--- src/rtl/serial_subtractor.sv ---
// -----------------------------------------------------------------------------
// serial_subtractor
//   Bit-serial two's-complement subtractor. Computes DIFF = A - B one bit per
//   clock, LSB first, using a single full-subtractor cell and a registered
//   borrow. Operands are captured on an accepted start. The result appears
//   WIDTH edges later, together with a one-cycle done pulse.
//
//   Handshake: start_i is sampled only while busy_o==0, which is in IDLE or DONE.
//   The operation is accepted on the edge where start_i is high in those
//   states. busy_o is high exactly while the operation runs. done_o pulses for
//   one cycle when diff_o and the flags update. A start_i during busy_o is
//   ignored and is not queued.
//
//   Optional feature macro: SUB_OVERFLOW_EN
//     defined   -> overflow_o is the registered signed overflow of the last result
//     undefined -> overflow_o is tied to 0 and there are no extra registers
//
// Ports
//   clk           rising-edge clock
//   rst_n         asynchronous active-low reset
//   start_i       operation request
//   a_i           minuend, captured on accepted start
//   b_i           subtrahend, captured on accepted start
//   busy_o        high while the serial operation runs
//   done_o        one-cycle pulse, result valid and updated
//   diff_o        registered result A-B mod 2^WIDTH
//   borrow_out_o  1 iff unsigned A < B
//   zero_o        1 iff diff_o == 0
//   overflow_o    signed overflow (SUB_OVERFLOW_EN only, else 0)
//   dbg_state_o   current FSM state (0 IDLE, 1 RUN, 2 DONE)
// -----------------------------------------------------------------------------
module serial_subtractor #(
  parameter int WIDTH = 8
) (
  input  logic             clk,
  input  logic             rst_n,
  input  logic             start_i,
  input  logic [WIDTH-1:0] a_i,
  input  logic [WIDTH-1:0] b_i,
  output logic             busy_o,
  output logic             done_o,
  output logic [WIDTH-1:0] diff_o,
  output logic             borrow_out_o,
  output logic             zero_o,
  output logic             overflow_o,
  output logic [1:0]       dbg_state_o
);

  localparam int CNT_W = $clog2(WIDTH);
  localparam logic [CNT_W-1:0] CNT_MAX = CNT_W'(WIDTH - 1);

  typedef enum logic [1:0] {
    S_IDLE = 2'd0,
    S_RUN  = 2'd1,
    S_DONE = 2'd2
  } state_e;

  state_e           state_q;
  logic [WIDTH-1:0] sa_q, sb_q;
  // Holds the result bits produced so far. Only WIDTH-1 bits are needed
  // because the final bit is merged straight into diff on the last edge.
  logic [WIDTH-2:0] work_q;
  logic [CNT_W-1:0] cnt_q;
  logic             br_q;
  logic             busy_q, done_q;
  logic [WIDTH-1:0] diff_q;
  logic             borrow_q, zero_q;

  // Full-subtractor cell and the next work value.
  logic             diff_bit_d;
  logic             br_d;
  logic [WIDTH-1:0] work_d;
  logic             last_bit;

  always_comb begin
    diff_bit_d = sa_q[0] ^ sb_q[0] ^ br_q;
    br_d       = (~sa_q[0] & sb_q[0]) | (~(sa_q[0] ^ sb_q[0]) & br_q);
    work_d     = {diff_bit_d, work_q};
    last_bit   = (state_q == S_RUN) && (cnt_q == CNT_MAX);
  end

  always_ff @(posedge clk or negedge rst_n) begin
    if (!rst_n) begin
      state_q  <= S_IDLE;
      sa_q     <= '0;
      sb_q     <= '0;
      work_q   <= '0;
      cnt_q    <= '0;
      br_q     <= 1'b0;
      busy_q   <= 1'b0;
      done_q   <= 1'b0;
      diff_q   <= '0;
      borrow_q <= 1'b0;
      zero_q   <= 1'b0;
    end else begin
      done_q <= 1'b0;
      case (state_q)
        S_IDLE, S_DONE: begin
          if (start_i) begin
            sa_q    <= a_i;
            sb_q    <= b_i;
            work_q  <= '0;
            cnt_q   <= '0;
            br_q    <= 1'b0;
            busy_q  <= 1'b1;
            state_q <= S_RUN;
          end else begin
            state_q <= S_IDLE;
          end
        end
        S_RUN: begin
          sa_q   <= {1'b0, sa_q[WIDTH-1:1]};
          sb_q   <= {1'b0, sb_q[WIDTH-1:1]};
          work_q <= work_d[WIDTH-1:1];
          br_q   <= br_d;
          if (last_bit) begin
            diff_q   <= work_d;
            borrow_q <= br_d;
            zero_q   <= (work_d == '0);
            busy_q   <= 1'b0;
            done_q   <= 1'b1;
            state_q  <= S_DONE;
          end else begin
            cnt_q <= cnt_q + 1'b1;
          end
        end
        default: begin
          busy_q  <= 1'b0;
          state_q <= S_IDLE;
        end
      endcase
    end
  end

`ifdef SUB_OVERFLOW_EN
  // The operand MSBs are kept aside because the shift registers lose them
  // during the run. Signed overflow happens when the operand signs differ
  // and the result sign differs from the minuend sign.
  logic accept;
  logic a_msb_q, b_msb_q, ovf_q;

  always_comb begin
    accept = start_i && (state_q != S_RUN);
  end

  always_ff @(posedge clk or negedge rst_n) begin
    if (!rst_n) begin
      a_msb_q <= 1'b0;
      b_msb_q <= 1'b0;
      ovf_q   <= 1'b0;
    end else begin
      if (accept) begin
        a_msb_q <= a_i[WIDTH-1];
        b_msb_q <= b_i[WIDTH-1];
      end
      if (last_bit) begin
        ovf_q <= (a_msb_q ^ b_msb_q) & (a_msb_q ^ work_d[WIDTH-1]);
      end
    end
  end

  assign overflow_o = ovf_q;
`else
  assign overflow_o = 1'b0;
`endif

  assign busy_o       = busy_q;
  assign done_o       = done_q;
  assign diff_o       = diff_q;
  assign borrow_out_o = borrow_q;
  assign zero_o       = zero_q;
  assign dbg_state_o  = state_q;

endmodule

--- config.mk ---
export PLATFORM = sky130hd
export DESIGN_NAME = serial_subtractor
export DESIGN_NICKNAME = d
export VERILOG_FILES = /design/src/rtl/serial_subtractor.sv
export SDC_FILE = /design/constraint.sdc
export NUM_CORES = 1
export LEC_CHECK = 0
export BUFFER_PORTS_ARGS = -buffer_cell sky130_fd_sc_hd__buf_2
export CAP_MARGIN = 40
export CORE_UTILIZATION = 56
export CTS_BUF_LIST = sky130_fd_sc_hd__clkbuf_2 sky130_fd_sc_hd__clkbuf_4 sky130_fd_sc_hd__clkbuf_8
export CTS_CLUSTER_SIZE = 10
export DETAILED_ROUTE_END_ITERATION = 7
export PLACE_DENSITY = 0.89
export SLEW_MARGIN = 20
export SYNTH_ARGS = -nofsm -noshare
export SYNTH_HDL_FRONTEND = slang
export SYNTH_SLANG_ARGS = --single-unit
export TNS_END_PERCENT = 5
--- constraint.sdc ---
create_clock -name clk -period 2.1 [get_ports clk]
set_clock_uncertainty 0.05 [all_clocks]
set_input_delay 0.315 -clock clk [delete_from_list [all_inputs] [get_ports clk]]
set_output_delay 0.315 -clock clk [all_outputs]
set_load 0.02 [all_outputs]
# Yosys cells after proc, flatten, opt, wreduce, memory -nomap -nowiden
# Index checks and enable logic that the tools add are counted.
totals:
  regBits: 41
  latchBits: 0
  ram_bits: 0
  romBits: 0
  in_bits: 19
  out_inout_bits: 15
  memories: 0
classes:
  add_sub_neg: 1
  multipliers: 0
  n_div: 0
  magnitude_cmp: 0
  n_eq_ne: 6
  shifts: 0
  n_mux: 19
  bitwise: 7
  reduce_logical: 9
ops:
  columns: ["op", "count"]
  rows:
  - ["8-bit one-hot mux with 2 select lines", 2]
  - ["8-bit two-way mux", 2]
  - ["7-bit one-hot mux with 2 select lines", 1]
  - ["8-bit zero test", 1]
  - ["7-bit two-way mux", 1]
  - ["1-bit two-way mux", 6]
  - ["3-bit two-way mux", 2]
  - ["2-bit inequality test (second input constant)", 3]
  - ["3-bit one-hot mux with 2 select lines", 1]
  - ["2-bit AND reduction", 3]
  - ["1-bit one-hot mux with 2 select lines", 2]
  - ["2-bit one-hot mux with 2 select lines", 1]
  - ["3-bit by 1-bit adder with 3-bit output (second input constant)", 1]
  - ["3-bit equality test (second input constant)", 1]
  - ["3-bit AND reduction", 1]
  - ["1-bit bitwise AND", 2]
  - ["2-bit by 1-bit equality test with 1-bit output (second input constant)", 1]
  - ["2-bit equality test (second input constant)", 1]
  - ["2-bit zero test", 1]
  - ["2-bit two-way mux", 1]
  - ["1-bit NOT", 2]
  - ["2-bit nonzero test", 1]
  - ["2-bit OR reduction", 1]
  - ["1-bit bitwise XOR", 2]
  - ["2 further kinds", 2]

# Logic depth before layout (Yosys ltp)
# Gate-level depths: netlist (run 1).
depth:
  ltp_word: 5
  depth_mapped: 6
  mapped_depth_nobuf: 5

# Worst setup path before layout (run 1)
# Ideal clock, no wire load.
synth_timing:
  path_kind: "reg2reg"
  from: "reg cnt_q[0]"
  to: "reg cnt_q[0]"
  setup_time_ps: 120
  arrival_time_ps: 1427
  setup_slack_ps: 504
  path_stages_with_launch: 7
  path_buffers: 1
  path_cell_list: "dfrtp_1 > ha_1 > ha_1 > or3b_1 > buf_2 > nand3_2 > o21ai_2"
synth_between:
  elab_chain_cells: 4
  word_cells_on_any_way: 7
synth_rtl:
  columns: ["element", "line", "text"]
  rows:
  - ["start: declaration", "63", "logic [CNT_W-1:0] cnt_q;"]
  - ["start signal: assignment", "124", "cnt_q <= cnt_q + 1'b1;"]
  - ["parallel branches: the longest is 4 deep, another holds 3-bit by 1-bit adder with 3-bit output", null, null]
# Several ways; the timed one is not identified. The select of a mux whose other input is x is not followed.
# A chain may end at the register's enable or synchronous reset.

# Final worst setup path (run 1)
layout_timing:
  from: "reg cnt_q[0]"
  to: "reg cnt_q[2]"
# Same word-level chain as after synthesis.

==> impl_metrics.ini, run 1 <==
[critical_path]
critPathLaunchType = flip-flop
worstPathCellList = ha_1, ha_1, or3b_1, nand3_2, o21ai_2
slowest_delay_ns = 0.53
path_common_cell = ha_1
endpoint_kind = flip-flop
crit_required_ns = 2.26
critPathMaxFanout = 7
arrival_ns = 1.95
path_class = flip-flop to flip-flop
cpMaxStageDelayCell = or3b_1

[clock_network]
cts_buffer_depth = 2
clk_latency_ns = 0.34
clkTransAtPathRegs_ns = 0.11
post-cts-setup-buffers = 0
cts_resized = 0
numCtsBuffers = 5
clock_sinks = 41
htree_levels = 2
clock_tree.root_cell = clkbuf_4
cts_tree = yes

[drt]
wl_um = 3210
drc = 0
dr.pass1.iters = 6
ant_nets = 0
via_per_inst = 5.30
wl_per_cell_um = 13.4
vias = 1273
drt_iter0_markers = 45

[sta]
period_share = 0.854
finalHoldViolCount = 0
maxSlewViolCount = 0
tns_ns = 0
period_needed_ns = 1.79
setup_violations = 0
max_freq_mhz = 558
setup_ws_ns = 0.308
rsz0062_at_grt = no

[floorplanning]
coreArea_um2 = 3030
initial_utilization = 0.587
die_area_um2 = 3400
die_w_um = 58.3
row_count = 20
ioPinCount = 34
die_h_um = 58.3

[layout]
finalNetCount = 217
n_fill_cell = 246
layout-drive-gt1-share = 0.311
antenna_cells = 0
final_cell_mix = dfrtp_1 (41), nand2_1 (33), buf_2 (32)
areaGrowthSynthToFinish_pct = 15.5
final_common_cell = dfrtp_1

[placement]
pre_cts_ws_ns = 0.315
dpl.hpwl_um = 2400
finalWeightedCongestion = 0.718
io_buffers = 32

[global_route]
grt-ovfl-total = 0
grt_max_degree = 42
antenna_found_initial = 0
grt_pass1_wl_um = 5460
grt_pass1_vias = 1208
track_usage = 0.217

[job]
max_cap_violations = 0

[synth]
synthSimpleGateAreaFrac = 0.159
synth_xor_xnor_area_share = 0
synth_top_family_by_area = simple AND/OR/NAND/NOR gates
synth_seq_cells = 41
syn_inst = 161
synthMuxAreaShare = 0.0591
synth_compound_area_frac = 0.122
syn_area_um2 = 1780
ys.warnings.count = 0
synth_area_leaders = dfrtp_1 (58%), nand2_1 (7.0%), a31oi_1 (4.9%), a22o_1 (4.4%), mux2_4 (3.4%)
synth_adder_area_share = 0.0253
yosys.area.top_type_share = 0.577
synth_nets = 183
syn_area_per_cell_um2 = 11.0
ys_seq_area_frac = 0.577
synth.distinct_cells = 25
synth.largest_area_cell = dfrtp_1

[power_and_ir_drop]
power.total_uw = 3180
vdd_drop_max_mv = 0.833
power_leakage_uw = 0.00104
p_per_area_nw_per_um2 = 1550

[hold_path]
hp-class = primary input to flip-flop

[status]
outcome = finished clean
worst paths after layout:
kind                       slack [ns]  cells after the start      from        end
max                              0.31                      5  cnt_q[0]   cnt_q[2]
min                              0.15                      2    b_i[7]    sb_q[7]
max reg2reg                      0.31                      5  cnt_q[0]   cnt_q[2]
min reg2reg                      0.45                      2    zero_o     zero_o
max in group asynchronous        1.15                      3     rst_n    sa_q[7]
min in group asynchronous        0.50                      3     rst_n  diff_o[3]
per-layer routing:
| layer | share of wire | vias to the layer above | global-route usage |
|---|---|---|---|
| met3 | 0.039 | 2 | 0.0615 |
| met5 | 0 | - | 0 |
| met4 | 0.0031 | 0 | 0.0374 |
| met2 | 0.53 | 36 | 0.381 |
| li1 | - | 614 | - |
| met1 | 0.43 | 621 | 0.271 |
cells by family (layout without fill, tap and decap cells):
logic type               count (synthesis)  after routing
multiplexers                             8              8
other                                    1              1
adder cells (fa/ha/maj)                  3              3
flip-flops                              41             41
AND/OR/NAND/NOR                         61             61
AO/OA/AOI/OAI                           30             30
buffers and inverters                   17             52
layout make-up:
class / instances / area [um2] / share of cell area
flip-flops and latches: 41 / 1030 / 0.500
repair buffers: 38 / 208 / 0.101
inverters: 6 / 22.5 / 0.0110
clock inverters: 1 / 30.0 / 0.0146
clock buffers: 7 / 58.8 / 0.0286
well taps: 44 / 55.1 / 0.0268
multi-input cells: 103 / 653 / 0.318
state kept, by name (all words and copies together), names as in the netlist, 2 cells and up:
register     flops
diff_o           8
dbg_state_o      2
sa_q             8
work_q           7
cnt_q            3
sb_q             8
cells in the mapped netlist, drive strengths merged:
cell,n
nand2b,2
nand3b,1
inv,6
dfrtp,41
fa,1
nand2,33
o2bb2ai,1
nor4,2
nor2b,2
a22o,9
ha,2
mux2,8
nand3,3
a31oi,14
o21ai,6
buf,10
clkbuf,1
nor2,17
conb,1
or3b,1
report_power, final:
part           leakage, uW  total, uW  switching (uW)  internal (uW)
sequential        0.000503       1360             235           1120
clock            0.0000489        532             235            297
combinational     0.000492       1290             736            557
total              0.00104       3180            1210           1980
metrics by stage:
step / hold WS (ns) / cell area [um2] / util / instances
6_report: 0.147 / 2050 / 0.678 / 240
3_3_place_gp: 0.339 / 1950 / 0.645 / 231
2_1_floorplan: -0.0306 / 1780 / - / 161
3_5_place_dp: 0.351 / 1950 / 0.645 / 231
5_1_grt: 0.121 / 2050 / 0.678 / 240
4_1_cts: 0.132 / 2050 / 0.678 / 240
worst max-delay path: cells and delay by family, from the launching register on:
family	cells	cell delay [ns]
AND/OR/NAND/NOR	2	0.68
flip-flops	1	0.44
adder cells (fa/ha/maj)	2	0.44
AO/OA/AOI/OAI	1	0.07
repair_timing:
| item | CTS | global route |
|---|---|---|
| hold buffers | 1 | 0 |
| setup endpoints to repair | 0 | 0 |
| hold endpoints to repair | 41 | 0 |
No activity file was read; power rests on OpenSTA's default activity.
==> inputs of run 2 (changes only) <==
--- a/config.mk
+++ b/config.mk
@@ -12,6 +12,7 @@
 export CTS_CLUSTER_SIZE = 10
 export DETAILED_ROUTE_END_ITERATION = 7
 export PLACE_DENSITY = 0.89
+export REMOVE_ABC_BUFFERS = 1
 export SLEW_MARGIN = 20
 export SYNTH_ARGS = -nofsm -noshare
 export SYNTH_HDL_FRONTEND = slang
==> impl_metrics.ini, run 2 (synthesis results as in run 1) <==
[sta]
relSlewSlack = 0.573
maxSlewViolCount = 0
period_needed_ns = 1.79
tightest_slew_ns = 0.639
setup_violations = 0
max_freq_mhz = 560
finalHoldViolCount = 0
rsz0062_at_grt = no
period_share = 0.851
tns_ns = 0
setup_ws_ns = 0.314

[drt]
vias = 1261
via_per_inst = 5.25
wl_per_cell_um = 13.2
drc = 0
drt_iter0_markers = 41
dr.pass1.iters = 4
ant_nets = 0
wl_um = 3170

[layout]
final_cell_mix = dfrtp_1 (41), nand2_1 (33), buf_2 (32)
areaGrowthSynthToFinish_pct = 14.4
seqCellArea_um2 = 1030
multi_input_area_um2 = 653
layout-drive-gt1-share = 0.311
antenna_cells = 0
n_fill_cell = 238
final_util = 0.672
final_common_cell = dfrtp_1
finalNetCount = 217

[clock_network]
clock_sinks = 41
numCtsBuffers = 5
clkTransAtPathRegs_ns = 0.11
htree_levels = 2
clk_latency_ns = 0.34
post-cts-setup-buffers = 0
cts_buffer_depth = 2
cts_tree = yes
clock_tree.root_cell = clkbuf_4

[critical_path]
crit_required_ns = 2.28
critPathLaunchType = flip-flop
reg2reg_setup_slack_ns = 0.31
path_class = flip-flop to flip-flop
endpoint_kind = flip-flop
critPathMaxFanout = 7
arrival_ns = 1.97

[floorplanning]
die_h_um = 58.3
initial_utilization = 0.587
die_area_um2 = 3400
die_w_um = 58.3
row_count = 20
ioPinCount = 34
coreArea_um2 = 3030

[power_and_ir_drop]
power_leakage_uw = 0.00104
vdd_drop_max_mv = 0.675
p_per_area_nw_per_um2 = 1500

[placement]
dpl.hpwl_um = 2340
finalWeightedCongestion = 0.721
pre_cts_ws_ns = 0.324
io_buffers = 32

[global_route]
track_usage = 0.220
grt_max_degree = 30
grt_pass1_wl_um = 5470
grt-ovfl-total = 0
grt_pass1_vias = 1204
antenna_found_initial = 0

[job]
max_cap_violations = 0

[hold_path]
hp-class = primary input to flip-flop

[status]
outcome = finished clean
[run 2: changes by cell type in the layout (fill, tap and decap cells not counted)]
| cell | previous run | this run |
|---|---|---|
| clkbuf_4 | 6 | 5 |
| clkinv_2 | 0 | 1 |
| clkbuf_8 | 1 | 2 |
| bufinv_16 | 1 | 0 |
[run 2: layout make-up]
type / instances / share of cell area
clock buffers: 7 / 0.0320
clock inverters: 1 / 0.00246
inverters: 6 / 0.0111
multi-input cells: 103 / 0.321
flip-flops and latches: 41 / 0.504
well taps: 44 / 0.0271
repair buffers: 38 / 0.102
[run 2: critical path: stages, from the launching register on]
cell     delay (ns)
dfrtp_1        0.44
ha_1           0.22
ha_1           0.22
or3b_1         0.53
nand3_2        0.15
o21ai_2        0.06
[run 2: power breakdown]
group	switching [uW]	internal, uW
clock	237	194
sequential	232	1120
combinational	723	545
total	1190	1860
[run 2: metrics by stage]
stage               hold WS (ns)  power, uW  std cells  cell area, um2
finish                     0.136       3060        240            2030
global route               0.128       3300        240            2030
CTS                        0.123       3100        240            2030
detailed placement         0.293       2660        231            1950
global placement           0.285       2540        231            1950
floorplan                -0.0306       2250        150            1700
[run 2: what timing repair did]
action | in CTS | in global routing
hold endpoints to repair | 26 | 0
hold buffers | 1 | 0
gates resized for setup | 0 | 0
[run 2: worst paths after layout]
kind                       startpoint        endpoint  cells past startpoint
min                            a_i[7]         sa_q[7]                      2
max reg2reg                  cnt_q[0]        cnt_q[0]                      5
min in group asynchronous       rst_n  dbg_state_o[0]                      2
min reg2reg                    zero_o          zero_o                      2
max                          cnt_q[0]        cnt_q[0]                      5
max in group asynchronous       rst_n         sa_q[5]                      3
[run 2: layer usage]
layer	vias to the layer above	GRT usage	routed length, um
met5	-	0	0
met4	0	0.0612	40
met3	6	0.0659	142
met2	37	0.378	1670
met1	604	0.272	1320
li1	614	-	-
==> inputs of run 3 (changes only) <==
--- a/config.mk
+++ b/config.mk
@@ -7,11 +7,11 @@
 export LEC_CHECK = 0
 export BUFFER_PORTS_ARGS = -buffer_cell sky130_fd_sc_hd__buf_2
 export CAP_MARGIN = 40
-export CORE_UTILIZATION = 56
+export CORE_UTILIZATION = 50
 export CTS_BUF_LIST = sky130_fd_sc_hd__clkbuf_2 sky130_fd_sc_hd__clkbuf_4 sky130_fd_sc_hd__clkbuf_8
 export CTS_CLUSTER_SIZE = 10
 export DETAILED_ROUTE_END_ITERATION = 7
-export PLACE_DENSITY = 0.89
+export PLACE_DENSITY = 0.84
 export REMOVE_ABC_BUFFERS = 1
 export SLEW_MARGIN = 20
 export SYNTH_ARGS = -nofsm -noshare
==> constraint.sdc (replaced) <==
create_clock -name clk -period 1.6 [get_ports clk]
set_clock_uncertainty 0.05 [all_clocks]
set_input_delay 0.24 -clock clk [delete_from_list [all_inputs] [get_ports clk]]
set_output_delay 0.24 -clock clk [all_outputs]
set_load 0.02 [all_outputs]
==> impl_metrics.ini, run 3 (synthesis results as in run 1) <==
[status]
outcome = finished clean

[critical_path]
arrival_ns = 1.75
critPathLaunchType = flip-flop
cpMaxStageDelayCell = or3b_4
endpoint_kind = flip-flop
slowest_delay_ns = 0.46
crit_required_ns = 1.79
reg2reg_depth = 5
critPathMaxFanout = 7
r2r_end = cnt_q[1]
path_class = flip-flop to flip-flop
r2r-start = cnt_q[0]
reg2reg_setup_slack_ns = 0.04
worstPathCellList = ha_1, ha_2, or3b_4, nand3_2, o21ai_2

[floorplanning]
initial_utilization = 0.529
coreArea_um2 = 3360
die_w_um = 61.6
row_count = 21
die_h_um = 61.6
ioPinCount = 34
die_area_um2 = 3800

[layout]
finalNetCount = 221
final_util = 0.624
final_cell_mix = dfrtp_1 (41), nand2_1 (33), buf_2 (32)
antenna_cells = 0
final_common_cell = dfrtp_1
layout-drive-gt1-share = 0.335
seqCellArea_um2 = 1030
final_cell_area_um2 = 2100
final_cells = 246
multi_input_area_um2 = 667
areaGrowthSynthToFinish_pct = 18.1
n_fill_cell = 308

[global_route]
antenna_found_initial = 0
grt_pass1_vias = 1097
track_usage = 0.184
grt-ovfl-total = 0
grt_pass1_wl_um = 4890
grt_max_degree = 42

[clock_network]
clock_tree.root_cell = clkbuf_4
clkTransAtPathRegs_ns = 0.12
clock_sinks = 41
cts_buffer_depth = 2
clk_latency_ns = 0.35
cts_tree = yes
htree_levels = 2
numCtsBuffers = 5

[power_and_ir_drop]
p_switching_uw = 1550
intPower_uw = 2660
power_frac_clock = 0.169
combPwrFrac = 0.411
pwr-share-seq = 0.420
p_sw_frac = 0.368
vdd_drop_max_mv = 1.01
power_leakage_uw = 0.00107
power.total_uw = 4210
p_per_area_nw_per_um2 = 2010

[drt]
wl_um = 3000
drc = 0
via_per_inst = 5.10
ant_nets = 0
dr.pass1.iters = 4
drt_iter0_markers = 45
vias = 1254
wl_per_cell_um = 12.2

[placement]
dpl.hpwl_um = 2060
dp_cells = 236
pre_cts_ws_ns = -0.0761
finalWeightedCongestion = 0.765
placed_area_um2 = 1980
io_buffers = 32

[sta]
maxSlewViolCount = 0
setup_ws_ns = 0.0357
tightest_slew_ns = 0.503
period_share = 0.978
setup_violations = 0
max_freq_mhz = 639
finalHoldViolCount = 0
relSlewSlack = 0.665
period_needed_ns = 1.56

[hold_path]
min_to = sb_q[0]
holdPathStages = 3
hp-start = b_i[0]
hp-class = primary input to flip-flop

[job]
max_cap_violations = 0
run 3: layout make-up:
| class | instances | share of cell area |
|---|---|---|
| Sequential cell | 41 | 0.489 |
| Multi-Input combinational cell | 103 | 0.318 |
| Timing Repair Buffer | 42 | 0.113 |
| Clock buffer | 7 | 0.0280 |
| Tap cell | 46 | 0.0274 |
| Clock inverter | 1 | 0.0143 |
| Inverter | 6 | 0.0107 |
run 3: metal layers:
metal | part of all wire | up-vias | track usage | routed length [um]
met2 | 0.47 | 31 | 0.292 | 1410
met1 | 0.47 | 602 | 0.234 | 1400
met4 | 0.013 | 0 | 0.0571 | 40
met5 | 0 | - | 0 | 0
li1 | - | 617 | - | -
met3 | 0.049 | 4 | 0.0693 | 148
run 3: power groups by stage:
stage / Clock, uW / Sequential, uW / Combinational [uW]
2_1_floorplan: 0 / 1880 / 1080
3_3_place_gp: 0 / 1760 / 1660
3_5_place_dp: 0 / 1780 / 1720
4_1_cts: 728 / 1770 / 1740
5_1_grt: 773 / 1830 / 1970
6_report: 714 / 1770 / 1730
run 3: how the worst max path moves through the flow:
stage	startpoint	end	cells after the start
4_1_cts	cnt_q[0]	cnt_q[0]	5
2_1_floorplan	dbg_state_o[0]	work_q[0]	3
6_report	cnt_q[0]	cnt_q[1]	5
5_1_grt	cnt_q[0]	cnt_q[0]	5
3_5_place_dp	cnt_q[0]	cnt_q[2]	5
3_3_place_gp	cnt_q[0]	cnt_q[1]	5
run 3: critical path, delay by kind of cell, from the launching register on:
family	cells	cell delay, ns
and+or+nand+nor	2	0.56
adders and majority gates	2	0.40
DFF	1	0.40
AOI/OAI and AO/OA	1	0.05
run 3: what timing repair did:
| item | in CTS | in global routing |
|---|---|---|
| hold buffers | 1 | 0 |
| pin swaps | 0 | 2 |
| resized for setup | 2 | 1 |
| setup buffers | 0 | 1 |
| hold endpoints to repair | 41 | 0 |
| endpoints found under the setup margin | 7 | 3 |
run 3: metrics by stage:
step / setup TNS, ns / hold WS [ns]
3_3_place_gp: -0.0976 / 0.273
6_report: 0 / 0.0663
4_1_cts: 0 / 0.0560
3_5_place_dp: -0.330 / 0.278
2_1_floorplan: -1.22 / -0.106
5_1_grt: -0.0193 / 0.0519
